===== src/rtl/serial_thermo_to_scomp.sv =====
`default_nettype none
// ============================================================================
// Module   : serial_thermo_to_scomp
// Brief    : Collects a serial thermometer code (ones first), counts its ones
//            and returns a signed two's-complement magnitude with a
//            code-validity flag, using a valid/ready result handshake.
// Revision : 1.0 - initial release
// ============================================================================
module serial_thermo_to_scomp #(
    parameter int N = 4
) (
    input  logic         clk,
    input  logic         reset,
    input  logic         start,
    input  logic         sign_in,
    input  logic         bit_valid,
    input  logic         bit_in,
    input  logic         result_ready,
    output logic         busy,
    output logic         result_valid,
    output logic [N:0]   result,
    output logic         code_error
);

    localparam int           c_TOTAL_BITS = (2 ** N) - 1;
    localparam logic [N-1:0] c_LAST_IDX   = N'(c_TOTAL_BITS - 1);

    typedef enum logic [1:0] {
        IDLE    = 2'd0,
        COLLECT = 2'd1,
        CONVERT = 2'd2,
        HOLD    = 2'd3
    } state_t;

    state_t       r_state;
    logic [N-1:0] r_bit_cnt;
    logic [N-1:0] r_ones_cnt;
    logic         r_seen_zero;
    logic         r_sign;
    logic         r_busy;
    logic         r_result_valid;
    logic [N:0]   r_result;
    logic         r_code_error;

    logic [N:0]   w_mag;

    // Negating a zero magnitude yields zero, so no negative zero can appear.
    assign w_mag = {1'b0, r_ones_cnt};

    always_ff @(posedge clk or posedge reset) begin
        if (reset) begin
            r_state        <= IDLE;
            r_bit_cnt      <= '0;
            r_ones_cnt     <= '0;
            r_seen_zero    <= 1'b0;
            r_sign         <= 1'b0;
            r_busy         <= 1'b0;
            r_result_valid <= 1'b0;
            r_result       <= '0;
            r_code_error   <= 1'b0;
        end else begin
            case (r_state)
                IDLE: begin
                    if (start) begin
                        r_bit_cnt    <= '0;
                        r_ones_cnt   <= '0;
                        r_seen_zero  <= 1'b0;
                        r_code_error <= 1'b0;
                        r_sign       <= sign_in;
                        r_busy       <= 1'b1;
                        r_state      <= COLLECT;
                    end
                end
                COLLECT: begin
                    if (bit_valid) begin
                        r_bit_cnt  <= r_bit_cnt + 1'b1;
                        r_ones_cnt <= r_ones_cnt + {{(N-1){1'b0}}, bit_in};
                        if (!bit_in) begin
                            r_seen_zero <= 1'b1;
                        end else if (r_seen_zero) begin
                            r_code_error <= 1'b1;
                        end
                        if (r_bit_cnt == c_LAST_IDX) begin
                            r_state <= CONVERT;
                        end
                    end
                end
                CONVERT: begin
                    r_result       <= r_sign ? (~w_mag + 1'b1) : w_mag;
                    r_result_valid <= 1'b1;
                    r_state        <= HOLD;
                end
                HOLD: begin
                    if (result_ready) begin
                        r_result_valid <= 1'b0;
                        r_busy         <= 1'b0;
                        r_state        <= IDLE;
                    end
                end
                default: begin
                    r_state        <= IDLE;
                    r_bit_cnt      <= '0;
                    r_ones_cnt     <= '0;
                    r_seen_zero    <= 1'b0;
                    r_sign         <= 1'b0;
                    r_busy         <= 1'b0;
                    r_result_valid <= 1'b0;
                    r_result       <= '0;
                    r_code_error   <= 1'b0;
                end
            endcase
        end
    end

    assign busy         = r_busy;
    assign result_valid = r_result_valid;
    assign result       = r_result;
    assign code_error   = r_code_error;

endmodule
`default_nettype wire


===== config.mk =====
export PLATFORM = sky130hd
export DESIGN_NAME = serial_thermo_to_scomp
export DESIGN_NICKNAME = d
export VERILOG_FILES = /design/src/rtl/serial_thermo_to_scomp.sv
export SDC_FILE = /design/constraint.sdc
export NUM_CORES = 1
export LEC_CHECK = 0
export ABC_AREA = 1
export CAP_MARGIN = 20
export CORE_ASPECT_RATIO = 0.6
export CORE_UTILIZATION = 50
export CTS_CLUSTER_DIAMETER = 150
export DETAILED_ROUTE_END_ITERATION = 7
export PLACE_DENSITY = 0.69
export REMOVE_ABC_BUFFERS = 1
export SYNTH_ARGS = -nofsm -noshare
export SYNTH_HDL_FRONTEND = slang
export SYNTH_SLANG_ARGS = --single-unit

===== constraint.sdc =====
create_clock -name clk -period 1.45 [get_ports clk]
set_input_delay 0.29 -clock clk [delete_from_list [all_inputs] [get_ports clk]]
set_output_delay 0.29 -clock clk [all_outputs]
set_load 0.05 [all_outputs]

==> metrics <==
clock transition at the registers of the reported paths=about 0.080 ns; FP Rows=13; startpoint types=register; Final period util=0.9669; Avg Cell Area, Syn=8.324 sq um; Worst Tran Pin Value=between 0.2 and 0.3 ns; max cap viols=0; CP endpoint=r_state[0]; r2r endpoint=r_state[0]; postcts setup bufs=0; I/O Pins=15; Setup WS pre-CTS=-0.1720 ns; setup slack, reg-to-reg=0.05 ns; GRT Total Usage=0.2136; # diodes=0; gr ovfl total=0; clock skew=0.001167 ns; status=complete, no violations; share of cells above drive strength 1=0.1951; final setup fails=0; Antenna Nets Post-Route=0; nets=between 150 and 200; global-route wire length before repair=3974 um; worst-case reg-to-reg path depth=6; Psw=1.656 mW; sum of negative setup slack=0 ns; total die area=between 2000 and 3000 sq um; CTS root buf=clkbuf_8; Synth-to-Final Area Change=31.98%; drt total wl=2378 um; commonest non-fill, non-tap cell in the layout=nand2_1; antenna violations before repair=0; CTS buffer count=3; min-delay worst type=primary input to async pin; Die H=between 30 and 40 um; Pre-antenna DRT Iters=4; dpl hpwl=1779 um; internal power=1.962 mW; clock net sink count=20; power per cell area=2336 nW/um^2; worst r2r src=r_state[0]; sw frac=0.4578; CTS Buffer Depth=2; DRT iter0 DRCs=55; Initial Util=0.5345; highest-count cells in the layout ignoring fill and taps=42 x nand2_1, 19 x dfrtp_1, 14 x inv_1, 14 x nand3_1; final hold violations=0; DR vias/cell=5.067; GPL Wtd Cong=0.7746; WL per Instance=12.26 um; core area=between 2000 and 2500 sq um; number of instances in the placed design=190; vias in the first global route=920; Gate Count Post-Synth=141; clock share of power=0.119; hold_buf cts=0; beginning of the critical path=r_state[0]; post-CTS sizing=1; critical path fanouts, max=4; synthesized area=approximately 1200 sq um; DR vias=983; flop and latch count out of synthesis=20; largest net degree at the start of global routing=21; Yosys cell types=21; CP arrival=1.54 ns; Relative slew margins=0.8273; final non-filler cell total=194; YS warnings=0; Residual DRC=0; H-tree levels=1; sequential power share=0.278; Comb pwr share=0.603; crit path capture type=register; Die W=64.55 um; worst skew pair latency=0.26 ns; Tmin final=roughly 1.4 ns; Fmax=between 0.7 and 0.8 GHz; TritonCTS clock tree=done; Worst Path Required=1.59 ns; path type of the worst setup path=register to register; FILL cells=174; Port-buffer cells=14; Leak Pwr=approximately 0.8 nW; worst vdd ir=1.395 mV; PnR worst setup slack=roughly 0.048 ns; share of the yosys chip area belonging to registers=0.4264; final-report max-slew violation count=0
-- routing by layer --
layer / wire, um / track usage / vias to the layer above
li1: - / - / 497
met1: 1151 / 0.2773 / 466
met2: 1154 / 0.3737 / 20
met3: 72 / 0.05233 / 0
met4: 0 / 0.03333 / 0
met5: 0 / 0 / -
-- registers in the layout (all words and copies together) (netlist names) --
name          cells
r_bit_cnt         4
busy              1
r_state           2
result_valid      1
r_sign            1
code_error        1
r_ones_cnt        4
result            5
r_seen_zero       1
-- stage by stage --
step	util	area, sq um	power (mW)	hold WS [ns]
6_report	0.7054	1549	3.618	0.3533
3_5_place_dp	0.6672	1465	3.088	0.5030
2_1_floorplan	-	1162	2.237	0.2538
3_3_place_gp	0.6672	1465	3.016	0.4935
4_1_cts	0.6934	1523	3.533	0.3644
5_1_grt	0.7054	1549	3.898	0.4101
-- worst min-delay path by stage --
stage / startpoint / end / slack (ns)
final: reset / r_ones_cnt[0] / 0.35
after global routing: reset / result[1] / 0.41
after CTS: reset / r_ones_cnt[0] / 0.36
after detailed placement: r_ones_cnt[0] / r_ones_cnt[0] / 0.50
after global placement: r_seen_zero / r_seen_zero / 0.49
after floorplan: reset / busy / 0.25
-- power groups by stage --
stage / sequential, mW / clock [mW] / combinational (mW)
2_1_floorplan: 1.29 / 0 / 0.946
3_3_place_gp: 0.986 / 0 / 2.03
3_5_place_dp: 0.999 / 0 / 2.09
4_1_cts: 0.989 / 0.441 / 2.10
5_1_grt: 1.04 / 0.452 / 2.41
6_report: 1.01 / 0.430 / 2.18
-- layout make-up --
type	instances	area (sq um)	area share
multi-input cells	103	625.6	0.4039
flip-flops and latches	20	501.7	0.3239
inverters	17	63.81	0.04120
repair buffers	20	265.3	0.1712
clock buffers	4	55.05	0.03554
well taps	30	37.54	0.02423
-- cell families after synthesis --
| logic type | Yosys count | share of synthesized area |
|---|---|---|
| buf+inv | 18 | 0.06396 |
| fa+ha+maj | 11 | 0.1173 |
| simple gates | 76 | 0.3049 |
| flops | 20 | 0.4264 |
| xor+xnor | 3 | 0.02239 |
| mux | 1 | 0.009594 |
| compound gates | 12 | 0.05544 |
-- cell usage after synthesis, drive strengths merged --
cell type  instances  area share
o211ai             1      0.0064
inv               17       0.054
or2                1      0.0053
mux2               1      0.0096
xor2               3       0.022
o21ai              8       0.034
buf                1      0.0096
nor2              11       0.050
nand2             43        0.14
a21o               1      0.0064
a21oi              2      0.0085
ha                11        0.12
nand4              5       0.027
nand3             15       0.075
nor3               1      0.0043
dfrtp             20        0.43
-- worst max-delay path, stage by stage, from the launching register on --
cell     delay (ns)
dfrtp_2        0.45
buf_4          0.15
ha_1           0.23
nand2_1        0.15
nand3_1        0.12
nand2_1        0.11
nand2_1        0.08
Note: power is estimated with default switching activity, not from simulation.
